$ cat src/rtl/dpram_portb_arbiter.sv
// Round-robin arbiter sharing RAM port B between two masters (IDLE -> ACCESS -> ACK).
// Define DPRAM_ARB_FIXED_PRIO_EN to give master 0 fixed priority instead of round robin.
module dpram_portb_arbiter #(
  parameter int ADDR_W = 12,
  parameter int DATA_W = 32
) (
  input  logic              clk,
  input  logic              reset,
  input  logic              m0_req,
  input  logic              m0_we,
  input  logic [ADDR_W-1:0] m0_addr,
  input  logic [DATA_W-1:0] m0_wr_data,
  output logic              m0_grnt,
  output logic              m0_ack,
  output logic [DATA_W-1:0] m0_rd_data,
  input  logic              m1_req,
  input  logic              m1_we,
  input  logic [ADDR_W-1:0] m1_addr,
  input  logic [DATA_W-1:0] m1_wr_data,
  output logic              m1_grnt,
  output logic              m1_ack,
  output logic [DATA_W-1:0] m1_rd_data,
  output logic [ADDR_W-1:0] ram_addr,
  output logic              ram_we,
  output logic [DATA_W-1:0] ram_din,
  input  logic [DATA_W-1:0] ram_dout,
  output logic [1:0]        dbg_state
);

  typedef enum logic [1:0] {
    S_IDLE   = 2'd0,
    S_ACCESS = 2'd1,
    S_ACK    = 2'd2
  } state_t;

  state_t            r_state;
  logic              r_owner;
  logic [ADDR_W-1:0] r_ram_addr;
  logic              r_ram_we;
  logic [DATA_W-1:0] r_ram_din;

  logic w_idle_win;
  logic w_ack_go;
  logic w_load;
  logic w_win;

`ifdef DPRAM_ARB_FIXED_PRIO_EN
  assign w_idle_win = ~m0_req;
  // A still-high m0_req after its own ack is a re-request; park in IDLE so m0 wins again.
  assign w_ack_go   = r_owner ? m0_req : (m1_req & ~m0_req);
`else
  logic r_last_owner;
  assign w_idle_win = (m0_req & m1_req) ? ~r_last_owner : m1_req;
  assign w_ack_go   = r_owner ? m0_req : m1_req;
`endif

  assign w_win  = (r_state == S_ACK) ? ~r_owner : w_idle_win;
  assign w_load = ((r_state == S_IDLE) & (m0_req | m1_req)) |
                  ((r_state == S_ACK) & w_ack_go);

  always_ff @(posedge clk or posedge reset) begin
    if (reset) begin
      r_state    <= S_IDLE;
      r_owner    <= 1'b0;
      r_ram_addr <= '0;
      r_ram_we   <= 1'b0;
      r_ram_din  <= '0;
`ifndef DPRAM_ARB_FIXED_PRIO_EN
      r_last_owner <= 1'b1;
`endif
    end else begin
      case (r_state)
        S_IDLE, S_ACK: begin
          if (w_load) begin
            r_owner    <= w_win;
            r_ram_addr <= w_win ? m1_addr : m0_addr;
            r_ram_we   <= w_win ? m1_we : m0_we;
            r_ram_din  <= w_win ? m1_wr_data : m0_wr_data;
            r_state    <= S_ACCESS;
          end else begin
            r_ram_we <= 1'b0;
            r_state  <= S_IDLE;
          end
        end
        S_ACCESS: begin
          r_ram_we <= 1'b0;
`ifndef DPRAM_ARB_FIXED_PRIO_EN
          r_last_owner <= r_owner;
`endif
          r_state <= S_ACK;
        end
        default: begin
          r_ram_we <= 1'b0;
          r_state  <= S_IDLE;
        end
      endcase
    end
  end

  assign ram_addr  = r_ram_addr;
  assign ram_we    = r_ram_we;
  assign ram_din   = r_ram_din;
  assign dbg_state = r_state;

  // Grant/ack decode only registered state; read data is a straight mux of the RAM output.
  assign m0_grnt    = (r_state != S_IDLE) & ~r_owner;
  assign m1_grnt    = (r_state != S_IDLE) & r_owner;
  assign m0_ack     = (r_state == S_ACK) & ~r_owner;
  assign m1_ack     = (r_state == S_ACK) & r_owner;
  assign m0_rd_data = m0_ack ? ram_dout : '0;
  assign m1_rd_data = m1_ack ? ram_dout : '0;

endmodule

$ cat config.mk
export PLATFORM = sky130hd
export DESIGN_NAME = dpram_portb_arbiter
export DESIGN_NICKNAME = d
export VERILOG_FILES = /design/src/rtl/dpram_portb_arbiter.sv
export SDC_FILE = /design/constraint.sdc
export NUM_CORES = 1
export LEC_CHECK = 0
export CORE_MARGIN = 2
export CORE_UTILIZATION = 35
export CTS_CLUSTER_DIAMETER = 40
export DETAILED_ROUTE_END_ITERATION = 7
export PLACE_DENSITY_LB_ADDON = 0.08
export SKIP_LAST_GASP = 1
export SLEW_MARGIN = 10
export SYNTH_ARGS = -nofsm -noshare
export SYNTH_HDL_FRONTEND = slang
export SYNTH_SLANG_ARGS = --single-unit
$ cat constraint.sdc
create_clock -name clk -period 1.8 [get_ports clk]
set_clock_uncertainty 0.05 [all_clocks]
set_input_delay 0.36 -clock clk [delete_from_list [all_inputs] [get_ports clk]]
set_output_delay 0.36 -clock clk [all_outputs]
set_load 0.01 [all_outputs]
### Word level (Yosys, flattened, before mapping)

Cells that the tools add are included.

| cells by class | value |
|---|---|
| equality and inequality tests | 2 |
| mux-type cells | 12 |
| reductions and logical operators | 4 |
| bitwise logic cells | 11 |

Operators with widths:

| cell | count |
|---|---|
| $mux W32 | 3 |
| $mux W12 | 1 |
| $and A1 B1 Y1 | 7 |
| $mux W1 | 7 |
| $pmux W2 S2 | 1 |
| $eq A2 B1 Y1 const B | 1 |
| $eq A2 B2 Y1 const B | 1 |
| $logic_not A2 Y1 | 1 |
| $not A1 Y1 | 2 |
| $or A1 B1 Y1 | 2 |
| $reduce_and A2 Y1 | 1 |
| $reduce_bool A2 Y1 | 1 |
| $reduce_or A2 Y1 | 1 |

| word-level totals | value |
|---|---|
| logic and storage cells | 35 |
| output and inout bits | 115 |
| input port bits | 126 |
| flip-flop bits (word level) | 49 |

### Logic depth before layout (Yosys ltp)

| depth | value |
|---|---|
| depth after elaboration | 6 |
| gate-level depth with buffers | 6 |
| gate-level depth less buffers | 4 |

### Worst setup path before layout

Ideal clock, no wire load.

| path | value |
|---|---|
| kind | reg2out |
| start | register r_state[1], in the netlist dbg_state[1] |
| end | output port m1_rd_data[12] |
| arrival time | 1.419 ns |
| path buffers | 3 |
| cell stages (with the launch flop) | 6 |
| setup slack | -0.029 ns |
| cells stage by stage | dfrtp_1 -> nor2b_1 -> buf_2 -> buf_2 -> clkbuf_1 -> and3_1 |

| between the ends | value |
|---|---|
| cells in the longest elaborated chain, start to end | 3 |

Ends and longest elaborated chain:

| item | RTL line | source |
|---|---|---|
| from (decl) | 36 | `state_t r_state;` |
| from (signal assigned) | 63 | `r_state <= S_IDLE;` |
| from (signal assigned) | 79 | `r_state <= S_ACCESS;` |
| from (signal assigned) | 82 | `r_state <= S_IDLE;` |
| $eq A2 B2 Y1 | 109 | `assign m1_ack = (r_state == S_ACK) & r_owner;` |
| $and A1 B1 Y1 | 109 |  |
| $mux W32 | 111 | `assign m1_rd_data = m1_ack ? ram_dout : '0;` |
| to (decl) | 22 | `output logic [DATA_W-1:0] m1_rd_data,` |

No other way between the ends.

### Final worst setup path

| path | value |
|---|---|
| start | register r_owner |
| end | output port m0_rd_data[30] |

| between the ends | value |
|---|---|
| cells in the longest elaborated chain, start to end | 3 |

Ends and longest elaborated chain:

| item | RTL line | source |
|---|---|---|
| from (decl) | 37 | `logic r_owner;` |
| from (signal assigned) | 75 | `r_owner <= w_win;` |
| $not A1 Y1 | 108 | `assign m0_ack = (r_state == S_ACK) & ~r_owner;` |
| $and A1 B1 Y1 | 108 |  |
| $mux W32 | 110 | `assign m0_rd_data = m0_ack ? ram_dout : '0;` |
| to (decl) | 15 | `output logic [DATA_W-1:0] m0_rd_data,` |

No other way between the ends.

==> reports/qor.csv <==
metric,value,unit
port bufs,240,
final setup TNS,-14.64,ns
Crit path max-delay family,buffers and inverters,
Via-to-Cell Ratio,5.56,
Clock transition at path regs,0.11,ns
first-pass GRT wire length,21.7,mm
"setup slack, reg-to-reg",-0.20,ns
Max VDD drop,732,uV
Synth Area in Adders,0,%
Max-Cap Viols,0,
data arrival time of the worst path,1.60,ns
dpl ws,-0.248,ns
Worst path slowest cell,dfrtp_2,
number of global-route vias before repair,4080,
Antenna Cells,0,
Synthesis Warnings,0,
Die Y,102,um
CTS sink count,49,
CP peak stage delay,0.45,ns
mux share of post-synthesis cell area,15.7,%
max frequency,498,MHz
GP Congestion,0.758,
Setup-failing EPs final,113,
fin. max-slew vios,0,
clock latency on the worst-skew pair,0.32,ns
Worst setup SP type,register,
pin count of the biggest net entering global routing,37,
hold_buf cts,0,
Tot GR Track Use,26.5,%
router iterations before antenna repair,8,
Final HPWL DP,9.33,mm
RSZ-0062 raised after global routing,true,
register area share after synthesis,36.4,%
Antenna Violating Nets Remaining,0,
failing checks,setup timing,
CP required,1.39,ns
"Core Util, Final",80.9,%
Synth cell types,24,
area grow syn2layout,123,%
Reg2Reg Capture Point,ram_din[20],
fin area,7510,um^2
row count,35,
crit end category,primary output,
First DRT Iteration DRCs,301,
Worst Tran Pin Value,0.454,ns
total gr overflow,0,
core box area,9280,um^2
drt total wl,16.1,mm
crit path cell chain,buf_6 -> nor2_4 -> buf_4 -> buf_8 -> buf_6 -> and2_1 -> buf_2,
RR Startpoint,r_owner,
largest family of logic cells by synthesized area,compound AO/OA/AOI/OAI gates,
H-tree Lvls,2,
initial antenna violation count,0,
Vias,4289,
WS Path Type,reg -> out,
DRC,0,
period utilization,112,%
WL per Instance,20.9,um
Final Critical Period,2.01,ns
total power,12.3,mW
xor and xnor area share after synthesis,0,%
Avg Inst Size Synth,9.55,um^2
"Hold Vio Cnt, Final",0,
Worst Path Buf+Inv,5,
synthesized area,3370,um^2
fill cell count,589,
R2R depth,10,
Post-Synth Simple-Gate Area,19.5,%
Cells after Synth,353,
Worst slew margin,69.7,%
Yosys reg bits,49,
clock tree buffer depth,2,
die area,10400,um^2
# IOs,241,
CTS buffer count,5,
initial core utilization,36.3,%
crit-path most repeated cell,buf_6,
DIE WIDTH,102,um
placed instance area,5990,um^2
complex-gate fraction of the synthesized area,21.0,%
Hold WC Path Type,in -> async,
Post-Syn Nets,479,
layout cells sized above 1,48.9,%
final worst-path setup slack,-0.208,ns
PD cells,1640,nW/um^2
CTS tree,done,
P_leak,3.12,nW
CP Max Fanout,8,
run status,finished with violations,
final net count,767,
root buffer cell,clkbuf_8,
==> how the worst max path moves through the flow <==
stage | startpoint | cells past startpoint | to | slack (ns)
finish | r_owner | 7 | m0_rd_data[30] | -0.21
CTS | dbg_state[0] | 6 | m0_rd_data[4] | -0.25
detailed placement | m0_req | 7 | ram_addr[10] | -0.25
global placement | m0_req | 6 | ram_addr[2] | -0.24
global route | r_owner | 7 | m0_rd_data[15] | -0.25
floorplan | dbg_state[0] | 5 | m1_rd_data[12] | 0.03
==> power breakdown <==
group          internal (mW)  switching [mW]
sequential              1.69           0.481
combinational           5.33            3.95
clock                  0.427           0.429
total                   7.44            4.86
==> synthesized netlist by cell type <==
master     n  area share, %
dfrtp_1   48             36
nor2_1    48            5.3
mux2_2    46             15
a21oi_1   44            6.5
a222oi_1  44             13
and2_1    33            6.1
and3_1    33            6.1
clkbuf_1  14            1.6
buf_2     13            1.9
buf_6     10            3.3
nand2_1    3           0.33
nor2b_1    3           0.56
buf_4      2           0.45
nand2b_1   2           0.37
a211oi_4   1           0.59
a21boi_1   1           0.22
a21oi_4    1           0.48
dfstp_2    1           0.78
inv_1      1           0.11
mux2i_1    1           0.30
nand3_1    1           0.15
nand3b_1   1           0.22
o21ai_1    1           0.15
or3b_1     1           0.26
==> layout make-up <==
| cell class | instances | area, um^2 | area share, % |
|---|---|---|---|
| Clock buffer | 5 | 68.8 | 0.916 |
| Clock inverter | 3 | 50.0 | 0.666 |
| Inverter | 1 | 3.75 | 0.0500 |
| Multi-Input combinational cell | 264 | 2390 | 31.8 |
| Sequential cell | 49 | 1230 | 16.4 |
| Tap cell | 129 | 161 | 2.15 |
| Timing Repair Buffer | 320 | 3610 | 48.0 |
==> sequential cells by signal (all words and copies together), names as in the netlist <==
signal and cells:
ram_addr 12, dbg_state 2, r_owner 1, r_last_owner 1
ram_we 1, ram_din 32
==> metrics by stage <==
| stage | hold WS, ns | cells |
|---|---|---|
| after floorplan | 0.468 | 353 |
| after global placement | 0.455 | 706 |
| after detailed placement | 0.469 | 706 |
| after CTS | 0.289 | 751 |
| after global routing | 0.304 | 771 |
| final | 0.276 | 771 |
==> per-layer routing <==
layer / global-route usage [%] / up-vias / part of all wire, %
met5: 0 / - / 0
met4: 5.03 / 0 / 1.4
met3: 6.57 / 24 / 8.0
met2: 46.1 / 217 / 51
met1: 33.7 / 2112 / 40
li1: - / 1936 / -
==> logic make-up (layout without fill, tap and decap cells) <==
kind of cell    after synthesis  in the layout
compound gates               92             92
buf+inv                      40            329
flops                        49             49
mux                          47             47
simple gates                125            125
==> placed cells by master, fill, tap and decap left out, types with 2 or more instances in the layout <==
cell type          n
clkdlybuf4s50_1  170
buf_8              4
clkbuf_16          9
buf_2             25
dfrtp_1           46
buf_6             62
nor2_4            24
nor2_1            19
and3_1            12
buf_4             21
and2_1            15
a222oi_1          44
buf_12            17
a21oi_2           34
clkbuf_8           5
dfrtp_2            2
mux2_2            46
nor2b_1            2
a21oi_1           10
nand2_1            3
buf_16             9
and2_4            18
dlygate4sd2_1      2
and3_4            20
nor2_2             5
==> repair_timing <==
action                     in CTS  in global routing
setup endpoints to repair     115                114
cloned                         14                 10
pin swaps                      11                 27
gates resized for setup       298                202
hold endpoints to repair        0                  0
buffers inserted               23                 17
(Power assumes the default switching activity.)
